**config.mk**
```make
export PLATFORM = sky130hd
export DESIGN_NAME = sump_cmd_parser
export DESIGN_NICKNAME = d
export VERILOG_FILES = /design/src/rtl/sump_cmd_parser.sv
export SDC_FILE = /design/constraint.sdc
export NUM_CORES = 1
export LEC_CHECK = 0
export ABC_AREA = 1
export CORE_MARGIN = 1.5
export CORE_UTILIZATION = 45
export DETAILED_ROUTE_END_ITERATION = 16
export GPL_TIMING_DRIVEN = 0
export PLACE_DENSITY = 0.68
export RECOVER_POWER = 25
export SLEW_MARGIN = 5
export SYNTH_ARGS = -nofsm -noshare
export SYNTH_HDL_FRONTEND = slang
export SYNTH_SLANG_ARGS = --single-unit
```
**constraint.sdc**
```tcl
create_clock -name CAP_CLK -period 6.24 [get_ports CAP_CLK]
set_input_delay 1.248 -clock CAP_CLK [delete_from_list [all_inputs] [get_ports CAP_CLK]]
set_output_delay 1.248 -clock CAP_CLK [all_outputs]
set_load 0.01 [all_outputs]
```
**src/rtl/sump_cmd_parser.sv**
```systemverilog
// rtl/sump_cmd_parser.sv - SUMP/OLS command parser, capture config registers and ID/metadata replies
module sump_cmd_parser #(
  parameter int DIV_W       = 24,
  parameter int TIMEOUT_CYC = 480000,
  parameter int META_LEN    = 32
) (
  input  logic             CAP_CLK,
  input  logic             RST,
  input  logic             rx_ready,
  input  logic [7:0]       rx_data,
  input  logic             tx_busy,
  output logic             tx_start,
  output logic [7:0]       tx_data,
  output logic             arm,
  output logic             soft_reset,
  output logic [7:0]       trig_mask,
  output logic [7:0]       trig_value,
  output logic [DIV_W-1:0] cap_div,
  output logic [15:0]      read_count,
  output logic [15:0]      delay_count,
  output logic [7:0]       cap_flags,
  output logic             reply_busy
);

  localparam int              TO_W      = $clog2(TIMEOUT_CYC + 1);
  localparam logic [TO_W-1:0] TO_LAST   = TO_W'(TIMEOUT_CYC - 1);
  localparam logic [4:0]      ID_LAST   = 5'd3;
  localparam logic [4:0]      META_LAST = 5'(META_LEN - 1);

  localparam logic [7:0] OP_RESET = 8'h00;
  localparam logic [7:0] OP_ARM   = 8'h01;
  localparam logic [7:0] OP_ID    = 8'h02;
  localparam logic [7:0] OP_META  = 8'h04;
  localparam logic [7:0] OP_DIV   = 8'h80;
  localparam logic [7:0] OP_COUNT = 8'h81;
  localparam logic [7:0] OP_FLAGS = 8'h82;
  localparam logic [7:0] OP_MASK  = 8'hC0;
  localparam logic [7:0] OP_VALUE = 8'hC1;

  typedef enum logic [0:0] {P_IDLE, P_COLLECT} p_state_t;
  typedef enum logic [1:0] {R_IDLE, R_SEND, R_WAIT_HI, R_WAIT_LO} r_state_t;

  p_state_t        p_state;
  logic [7:0]      opcode;
  logic [2:0]      idx;
  logic [7:0]      pay_b1;
  logic [7:0]      pay_b2;
  logic [7:0]      pay_b3;
  logic [TO_W-1:0] idle_cnt;

  r_state_t        r_state;
  logic            rom_sel;
  logic [4:0]      ptr;
  logic [7:0]      rom_byte;
  logic [4:0]      last_ptr;

  logic            short_hit;
  logic            do_abort;
  logic            do_id;
  logic            do_meta;

  // Short-command decode seen by the reply engine in the same edge the parser consumes the byte
  always_comb begin
    short_hit = rx_ready && (p_state == P_IDLE) && !rx_data[7];
    do_abort  = short_hit && (rx_data == OP_RESET);
    do_id     = short_hit && (rx_data == OP_ID);
    do_meta   = short_hit && (rx_data == OP_META);
  end

  // Parser: opcode/payload assembly, partial-command timeout, strobes and config registers
  always_ff @(posedge CAP_CLK or posedge RST) begin
    if (RST) begin
      p_state     <= P_IDLE;
      opcode      <= 8'h00;
      idx         <= 3'd0;
      pay_b1      <= 8'h00;
      pay_b2      <= 8'h00;
      pay_b3      <= 8'h00;
      idle_cnt    <= '0;
      arm         <= 1'b0;
      soft_reset  <= 1'b0;
      trig_mask   <= 8'h00;
      trig_value  <= 8'h00;
      cap_div     <= DIV_W'(3);
      read_count  <= 16'h0000;
      delay_count <= 16'h0000;
      cap_flags   <= 8'h00;
    end else begin
      arm        <= 1'b0;
      soft_reset <= 1'b0;
      case (p_state)
        P_IDLE: begin
          idle_cnt <= '0;
          if (rx_ready) begin
            if (rx_data[7]) begin
              opcode  <= rx_data;
              idx     <= 3'd1;
              p_state <= P_COLLECT;
            end else begin
              arm        <= (rx_data == OP_ARM);
              soft_reset <= (rx_data == OP_RESET);
            end
          end
        end
        P_COLLECT: begin
          if (rx_ready) begin
            idle_cnt <= '0;
            case (idx)
              3'd1:    pay_b1 <= rx_data;
              3'd2:    pay_b2 <= rx_data;
              3'd3:    pay_b3 <= rx_data;
              default: ;
            endcase
            if (idx == 3'd4) begin
              // Final payload byte: every field of the command lands in this one edge
              p_state <= P_IDLE;
              case (opcode)
                OP_DIV:   cap_div <= DIV_W'({pay_b3, pay_b2, pay_b1});
                OP_COUNT: begin
                  read_count  <= {pay_b2, pay_b1};
                  delay_count <= {rx_data, pay_b3};
                end
                OP_FLAGS: cap_flags  <= pay_b1;
                OP_MASK:  trig_mask  <= pay_b1;
                OP_VALUE: trig_value <= pay_b1;
                default:  ;
              endcase
            end else begin
              idx <= idx + 3'd1;
            end
          end else if (idle_cnt == TO_LAST) begin
            // Host went quiet mid-command; drop the partial command untouched
            p_state  <= P_IDLE;
            idle_cnt <= '0;
          end else begin
            idle_cnt <= idle_cnt + 1'b1;
          end
        end
        default: p_state <= P_IDLE;
      endcase
    end
  end

  // Reply length depends on which ROM is being streamed
  always_comb begin
    last_ptr = rom_sel ? META_LAST : ID_LAST;
  end

  // Reply ROMs: "1ALS" identity and the OLS metadata block, indexed by ptr
  always_comb begin
    rom_byte = 8'h00;
    if (!rom_sel) begin
      case (ptr[1:0])
        2'd0:    rom_byte = 8'h31;
        2'd1:    rom_byte = 8'h41;
        2'd2:    rom_byte = 8'h4C;
        default: rom_byte = 8'h53;
      endcase
    end else begin
      case (ptr)
        5'd0:    rom_byte = 8'h01;  // device name key
        5'd1:    rom_byte = 8'h69;  // i
        5'd2:    rom_byte = 8'h43;  // C
        5'd3:    rom_byte = 8'h45;  // E
        5'd4:    rom_byte = 8'h43;  // C
        5'd5:    rom_byte = 8'h61;  // a
        5'd6:    rom_byte = 8'h70;  // p
        5'd7:    rom_byte = 8'h74;  // t
        5'd8:    rom_byte = 8'h75;  // u
        5'd9:    rom_byte = 8'h72;  // r
        5'd10:   rom_byte = 8'h65;  // e
        5'd11:   rom_byte = 8'h00;
        5'd12:   rom_byte = 8'h02;  // firmware version key
        5'd13:   rom_byte = 8'h30;  // 0
        5'd14:   rom_byte = 8'h2E;  // .
        5'd15:   rom_byte = 8'h31;  // 1
        5'd16:   rom_byte = 8'h00;
        5'd17:   rom_byte = 8'h21;  // sample memory: 8192
        5'd18:   rom_byte = 8'h00;
        5'd19:   rom_byte = 8'h00;
        5'd20:   rom_byte = 8'h20;
        5'd21:   rom_byte = 8'h00;
        5'd22:   rom_byte = 8'h23;  // max sample rate: 48 MHz
        5'd23:   rom_byte = 8'h02;
        5'd24:   rom_byte = 8'hDC;
        5'd25:   rom_byte = 8'h6C;
        5'd26:   rom_byte = 8'h00;
        5'd27:   rom_byte = 8'h40;  // probe count: 8
        5'd28:   rom_byte = 8'h08;
        5'd29:   rom_byte = 8'h41;  // protocol version: 2
        5'd30:   rom_byte = 8'h02;
        default: rom_byte = 8'h00;  // end of metadata
      endcase
    end
  end

  // Reply engine: one byte per uart_tx busy cycle; a SUMP reset cancels it between bytes
  always_ff @(posedge CAP_CLK or posedge RST) begin
    if (RST) begin
      r_state    <= R_IDLE;
      rom_sel    <= 1'b0;
      ptr        <= 5'd0;
      tx_start   <= 1'b0;
      tx_data    <= 8'h00;
      reply_busy <= 1'b0;
    end else begin
      tx_start <= 1'b0;
      if (do_abort) begin
        r_state    <= R_IDLE;
        reply_busy <= 1'b0;
      end else begin
        case (r_state)
          R_IDLE: begin
            if (do_id || do_meta) begin
              rom_sel    <= do_meta;
              ptr        <= 5'd0;
              r_state    <= R_SEND;
              reply_busy <= 1'b1;
            end
          end
          R_SEND: begin
            if (!tx_busy) begin
              tx_data  <= rom_byte;
              tx_start <= 1'b1;
              r_state  <= R_WAIT_HI;
            end
          end
          R_WAIT_HI: begin
            if (tx_busy) begin
              r_state <= R_WAIT_LO;
            end
          end
          R_WAIT_LO: begin
            if (!tx_busy) begin
              if (ptr == last_ptr) begin
                r_state    <= R_IDLE;
                reply_busy <= 1'b0;
              end else begin
                ptr     <= ptr + 5'd1;
                r_state <= R_SEND;
              end
            end
          end
          default: r_state <= R_IDLE;
        endcase
      end
    end
  end

endmodule
```
==> results of run 1 <==
-- layer usage --
layer / part of all wire (%) / wire, µm / global-route usage [%] / vias up
li1: - / - / - / 2830
met2: 48 / 7710 / 32.7 / 110
met1: 47 / 7610 / 27.5 / 2638
met5: 0 / 0 / 0 / -
met3: 3.8 / 605 / 4.72 / 7
met4: 0.62 / 100 / 5.10 / 0
-- through the flow --
stage	hold WS (ns)	setup TNS (ns)	setup slack, ns	utilization, %	area, µm²
detailed placement	0.467	0	2.85	54.3	8570
global placement	0.461	-213.95	-1.41	54.1	8530
global route	0.498	0	2.53	58.3	9200
finish	0.480	0	2.90	58.3	9200
CTS	0.482	0	3.29	58.3	9200
floorplan	0.463	0	0.817	-	7230
-- worst min path at each step --
stage	from	end	slack [ns]
finish	cap_flags[7]	cap_flags[7]	0.48
global route	delay_count[5]	delay_count[5]	0.50
CTS	cap_flags[5]	cap_flags[5]	0.48
detailed placement	reply_busy	reply_busy	0.47
global placement	cap_flags[7]	cap_flags[7]	0.46
floorplan	opcode[7]	opcode[7]	0.46
-- flip-flops by register name, indices dropped and copies added (netlist names), 2 cells and up --
name and cells:
idx 3, trig_value 8, ptr 5, cap_flags 8, opcode 8, pay_b3 8, r_state 2, tx_data 8
trig_mask 8, cap_div 24, read_count 16, pay_b2 8, pay_b1 8, idle_cnt 19, delay_count 16
-- synth_stat cells --
library cell  instances
clkbuf_1              9
nor4_2                1
nand3_4               1
nor3_1               12
nand4_1               7
or2_2                 1
o211ai_1              2
o21ai_0              55
o22ai_1               2
dfstp_2               2
nand2_2               1
buf_4                 6
nor2_4                2
inv_1               167
a21o_1                1
buf_6                 3
nor3_4                1
ha_1                 19
o31ai_1               2
nor4_1                1
nand3_1              45
xor2_1               10
mux2i_1              41
dfrtp_1             153
a21oi_1              44
xnor2_1               1
nand2_1             138
a31oi_1               4
nor2_2                2
a22oi_1               1
nor2_1               91
-- logic make-up (layout without fill, tap and decap cells) --
logic type	after synthesis	after routing	synth area share [%]
DFF	155	155	53.7
buffers and inverters	185	321	10.2
AOI/OAI and AO/OA	111	111	7.99
and+or+nand+nor	303	303	17.8
muxes	41	41	5.67
adders and majority gates	19	19	3.29
xor gates and xnor gates	11	11	1.33
-- where the power goes --
| group | leakage [nW] | switching, mW | internal (mW) |
|---|---|---|---|
| Sequential | 1.93 | 0.180 | 1.19 |
| Combinational | 2.38 | 0.413 | 0.311 |
| Clock | 0.308 | 0.414 | 0.684 |
-- final cells by class --
cell class              count  area [µm²]  area share [%]
flip-flops and latches    155        3880            42.2
multi-input cells         485        2610            28.4
inverters                 167         628            6.83
well taps                 216         270            2.94
repair buffers            104        1060            11.5
clock inverters            13         190            2.07
clock buffers              19         443            4.82
plain buffers              18         113            1.22
-- critical path, cell delays in order --
cell and delay, ns:
dlygate4sd3_1 0.54, clkinvlp_2 1.54, buf_16 0.45
==> tab_implementation.tex, run 1 <==
\begin{tabular}{lr}
\hline
Metric & Value \\
\hline
\multicolumn{2}{l}{\textbf{Outcome}} \\
Run status & finished, violations left \\
Failing checks & capacitance limit, slew limit \\
\multicolumn{2}{l}{\textbf{Floorplan}} \\
Cell row count & 46 \\
CORE AREA & 15800 µm² \\
Starting utilization of the core area & 45.9\% \\
Die span in x & 130 µm \\
Top Ports & 104 \\
Die height & 130 µm \\
Full die area & 16800 µm² \\
\multicolumn{2}{l}{\textbf{Critical path}} \\
Startpoint types & input port \\
Reg-to-reg slack, setup & 4.07 ns \\
Worst-path fanout max & 95 \\
Worst setup path startpoint & RST \\
Beginning of the worst register-to-register path & idle\_cnt[0] \\
Critical Path AT & 3.86 ns \\
Critical path class & input port to async pin \\
Worst setup EP type & async pin \\
RR Endpoint & idle\_cnt[12] \\
End point of the critical path & cap\_div[1] \\
Data required time of the worst path & 6.76 ns \\
Cells on worst reg2reg path & 9 \\
\multicolumn{2}{l}{\textbf{Drt}} \\
Detailed-route wire length & 16000 µm \\
Routed wire per std cell & 13.6 µm \\
Count of antenna-violating nets left after detailed routing & 0 \\
Violation count after the first detailed-route iteration & 311 \\
Detailed-router iteration count before antenna repair & 5 \\
Ratio of routed vias to standard cells & 4.75 \\
Residual DRC & 0 \\
Vias & 5585 \\
\multicolumn{2}{l}{\textbf{Timing}} \\
Final Hold Viols & 0 \\
Slew margin rel. & -82.4\% \\
Period Utilization, post-route & 53.5\% \\
Slew of the pin with the lowest slew margin & 2.72 ns \\
Minimum period implied by the final worst setup slack & 3.34 ns \\
Fmax & 300 MHz \\
Fin Clk Skew & 0.00900 ns \\
Number of pins with negative max-slew slack in the final report & 61 \\
Setup repair after global routing missed its margin & no \\
Setup violations, final & 0 \\
\multicolumn{2}{l}{\textbf{Synth}} \\
Count of different cell masters after synthesis & 31 \\
Cells taking the most area after synthesis & dfrtp\_1, inv\_1, nand2\_1 \\
Net count after synthesis & 856 \\
Portion of the post-synthesis area used by sequential elements & 53.7\% \\
Number of warnings issued by yosys & 0 \\
Syn\_area\_per\_cell & 8.77 µm² \\
Synth Cell Area & 7230 µm² \\
Mapped Cells & 825 \\
Share of the synthesized area in the top cell type & 52.9\% \\
Cell type with the highest aggregate area in the netlist & dfrtp\_1 \\
\#FFs+latches synth & 155 \\
\multicolumn{2}{l}{\textbf{Finish}} \\
Non-filler cells in the finished layout & 1177 \\
Final net count & 979 \\
Leading cell types in the layout, fill and taps excluded & inv\_1, dfrtp\_1, nand2\_1 \\
Most common cell after layout, fill and taps aside & inv\_1 \\
Antenna diode count & 0 \\
Fraction of final layout cells sized beyond drive strength 1 & 5.52\% \\
Synthesis-to-finish area growth & 27.1\% \\
Fillcell total & 1435 \\
\multicolumn{2}{l}{\textbf{Place}} \\
Routability Congestion & 0.897 \\
Number of cells after detailed placement & 1145 \\
Port-buffer cells & 103 \\
Post-detail-place hpwl & 11400 µm \\
\multicolumn{2}{l}{\textbf{Min path}} \\
Hold Crit Class & flip-flop to flip-flop \\
WHS Path Cells & 2 \\
\multicolumn{2}{l}{\textbf{GRT}} \\
Number of antenna violations at the first check in global routing & 0 \\
Maximum number of pins on one net before global-route repair & 96 \\
Global-route wire length before repair & 26400 µm \\
Tot GR Track Use & 20.2\% \\
Aggregate global routing overflow & 0 \\
Vias in the first global route & 5202 \\
\multicolumn{2}{l}{\textbf{Clock network}} \\
Clock tree sinks & 155 \\
Total number of H-tree levels & 4 \\
Clock tree from TritonCTS & done \\
Number of instances resized during post-cts repair & 0 \\
Clock buffers created by TritonCTS & 17 \\
Clock insertion delay at the later pin of the skew report & 0.42 ns \\
Clock root buffer & clkbuf\_16 \\
Setup bufs post-CTS & 0 \\
Cts-stage hold buffer count & 0 \\
Deepest clock path buffer count & 2 \\
Clock input transition at the sequential cells of the worst setup and hold paths & 0.06 ns \\
\multicolumn{2}{l}{\textbf{Run}} \\
Count of max-cap constraint violations & 1 \\
\multicolumn{2}{l}{\textbf{Power and ir drop}} \\
Total design power & 3.20 mW \\
Worst supply voltage drop on vdd & 0.220 mV \\
Static power due to leakage & 4.62 nW \\
Power density normalized to cell area & 347 nW/µm² \\
\hline
\end{tabular}
Note: power is estimated with default switching activity, not from simulation.
==> run 2: changes to the inputs <==
--- a/config.mk
+++ b/config.mk
@@ -10,7 +10,7 @@
 export CORE_UTILIZATION = 45
 export DETAILED_ROUTE_END_ITERATION = 16
 export GPL_TIMING_DRIVEN = 0
-export PLACE_DENSITY = 0.68
+export PLACE_DENSITY = 0.71
 export RECOVER_POWER = 25
 export SLEW_MARGIN = 5
 export SYNTH_ARGS = -nofsm -noshare
==> constraint.sdc (replaced) <==
create_clock -name CAP_CLK -period 2.94 [get_ports CAP_CLK]
set_input_delay 0.588 -clock CAP_CLK [delete_from_list [all_inputs] [get_ports CAP_CLK]]
set_output_delay 0.588 -clock CAP_CLK [all_outputs]
set_load 0.01 [all_outputs]
==> run 2 against run 1 <==
Against the previous run: the flow now finishes without violations; worst hold slack gained 0.00065 ns; combinational power grew 110%; register-to-register slack lost 3.2 ns; sequential power grew 110%; largest cell class unchanged; largest power group unchanged.
==> tab_implementation.tex, run 2 (synthesis gave the netlist of run 1 again) <==
\begin{tabular}{lr}
\hline
Metric & Value \\
\hline
\multicolumn{2}{l}{\textbf{GRT}} \\
Vias in the first global route & 5299 \\
Maximum number of pins on one net before global-route repair & 39 \\
Number of antenna violations at the first check in global routing & 1 \\
Global-route wire length before repair & 26600 µm \\
Tot GR Track Use & 20.5\% \\
Aggregate global routing overflow & 0 \\
\multicolumn{2}{l}{\textbf{Floorplan}} \\
Starting utilization of the core area & 45.9\% \\
Full die area & 16800 µm² \\
CORE AREA & 15800 µm² \\
Cell row count & 46 \\
Die span in x & 130 µm \\
Top Ports & 104 \\
Die height & 130 µm \\
\multicolumn{2}{l}{\textbf{Timing}} \\
Fmax & 432 MHz \\
TNS Setup & 0 ns \\
Final Hold Viols & 0 \\
Setup violations, final & 0 \\
Minimum period implied by the final worst setup slack & 2.31 ns \\
Slew of the pin with the lowest slew margin & 1.21 ns \\
Slew margin rel. & 18.8\% \\
Fin Clk Skew & 0.00821 ns \\
Number of pins with negative max-slew slack in the final report & 0 \\
Setup repair after global routing missed its margin & no \\
Period Utilization, post-route & 78.7\% \\
\multicolumn{2}{l}{\textbf{Critical path}} \\
Critical Path AT & 2.75 ns \\
Reg-to-reg slack, setup & 0.83 ns \\
Critical path class & input port to async pin \\
Worst-path fanout max & 38 \\
Data required time of the worst path & 3.37 ns \\
RR Endpoint & delay\_count[3] \\
Cells on worst reg2reg path & 9 \\
Beginning of the worst register-to-register path & idx[0] \\
Startpoint types & input port \\
Worst setup EP type & async pin \\
\multicolumn{2}{l}{\textbf{Min path}} \\
Worst hold path endpoint & cap\_flags[7] \\
Hold Crit Class & flip-flop to flip-flop \\
WHS Path Cells & 2 \\
Hold Path Origin & cap\_flags[7] \\
\multicolumn{2}{l}{\textbf{Finish}} \\
Most common cell after layout, fill and taps aside & inv\_1 \\
Fillcell total & 1404 \\
Final net count & 982 \\
Number of flip-flops under the largest register name & 24 \\
Leading cell types in the layout, fill and taps excluded & inv\_1, dfrtp\_1, nand2\_1 \\
Synthesis-to-finish area growth & 26.8\% \\
Antenna diode count & 0 \\
Registers with the most flip-flops & cap\_div x24, idle\_cnt x19 \\
Fraction of final layout cells sized beyond drive strength 1 & 5.81\% \\
Area used by sequential logic in the layout & 3880 µm² \\
Share of the core filled with cells & 58.1\% \\
Combined area of the multi-input logic cells & 2610 µm² \\
Largest reg by FF count & cap\_div \\
\multicolumn{2}{l}{\textbf{Run}} \\
Count of max-cap constraint violations & 0 \\
\multicolumn{2}{l}{\textbf{Clock network}} \\
Number of instances resized during post-cts repair & 0 \\
Total number of H-tree levels & 4 \\
Clock insertion delay at the later pin of the skew report & 0.43 ns \\
Clock tree from TritonCTS & done \\
Clock buffers created by TritonCTS & 17 \\
Setup bufs post-CTS & 0 \\
Clock tree sinks & 155 \\
Deepest clock path buffer count & 2 \\
Clock input transition at the sequential cells of the worst setup and hold paths & 0.06 ns \\
Clock root buffer & clkbuf\_16 \\
Cts-stage hold buffer count & 0 \\
\multicolumn{2}{l}{\textbf{Power and ir drop}} \\
Worst supply voltage drop on vdd & 0.442 mV \\
Power density normalized to cell area & 717 nW/µm² \\
Static power due to leakage & 4.60 nW \\
\multicolumn{2}{l}{\textbf{Drt}} \\
Violation count after the first detailed-route iteration & 318 \\
Ratio of routed vias to standard cells & 4.75 \\
Residual DRC & 0 \\
Vias & 5607 \\
Detailed-router iteration count before antenna repair & 4 \\
Routed wire per std cell & 13.8 µm \\
Detailed-route wire length & 16300 µm \\
Count of antenna-violating nets left after detailed routing & 0 \\
\multicolumn{2}{l}{\textbf{Place}} \\
Routability Congestion & 0.890 \\
Port-buffer cells & 103 \\
Post-detail-place hpwl & 11800 µm \\
\multicolumn{2}{l}{\textbf{Outcome}} \\
Run status & complete, no violations \\
\hline
\end{tabular}
run 2: stage by stage:
| step | power [mW] | instance area (µm²) | hold slack [ns] | setup slack [ns] | instances |
|---|---|---|---|---|---|
| 6_report | 6.58 | 9170 | 0.480 | 0.626 | 1180 |
| 2_1_floorplan | 3.83 | 7240 | 0.463 | 0.395 | 825 |
| 5_1_grt | 6.98 | 9170 | 0.498 | 0.253 | 1180 |
| 3_3_place_gp | 4.45 | 8540 | 0.459 | -0.940 | 1144 |
| 4_1_cts | 6.63 | 9190 | 0.483 | 0.665 | 1180 |
| 3_5_place_dp | 4.50 | 8620 | 0.468 | 0.233 | 1148 |
run 2: critical path: stages:
cell	delay, ns
dlygate4sd3_1	0.56
clkinvlp_2	0.72
clkbuf_2	0.85
run 2: report_power, final:
group / internal (mW) / leakage [nW] / total, mW / switching [mW]
registers: 2.53 / 1.93 / 2.92 / 0.391
clock network: 1.22 / 0.269 / 2.11 / 0.897
logic: 0.664 / 2.40 / 1.54 / 0.878
total: 4.41 / 4.60 / 6.58 / 2.17
run 2: final cells by class:
class | instances | area share, %
Inverter | 167 | 6.85
Tap cell | 216 | 2.95
Timing Repair Buffer | 107 | 12.0
Sequential cell | 155 | 42.3
Clock inverter | 12 | 1.24
Clock buffer | 20 | 4.98
Multi-Input combinational cell | 485 | 28.5
Buffer | 18 | 1.23
run 2: how the worst max path moves through the flow:
| stage | startpoint | to | cells past startpoint |
|---|---|---|---|
| after floorplan | RST | arm | 1 |
| after global placement | RST | tx_data[0] | 2 |
| after detailed placement | rx_ready | delay_count[3] | 8 |
| after CTS | rx_ready | delay_count[3] | 8 |
| after global routing | RST | cap_flags[6] | 3 |
| final | RST | cap_flags[7] | 3 |
run 2: metal layers:
metal  GRT usage (%)  wire length, µm
met1            28.0             7580
met2            32.4             7640
met3            4.76              683
met4            6.67              330
met5               0               14
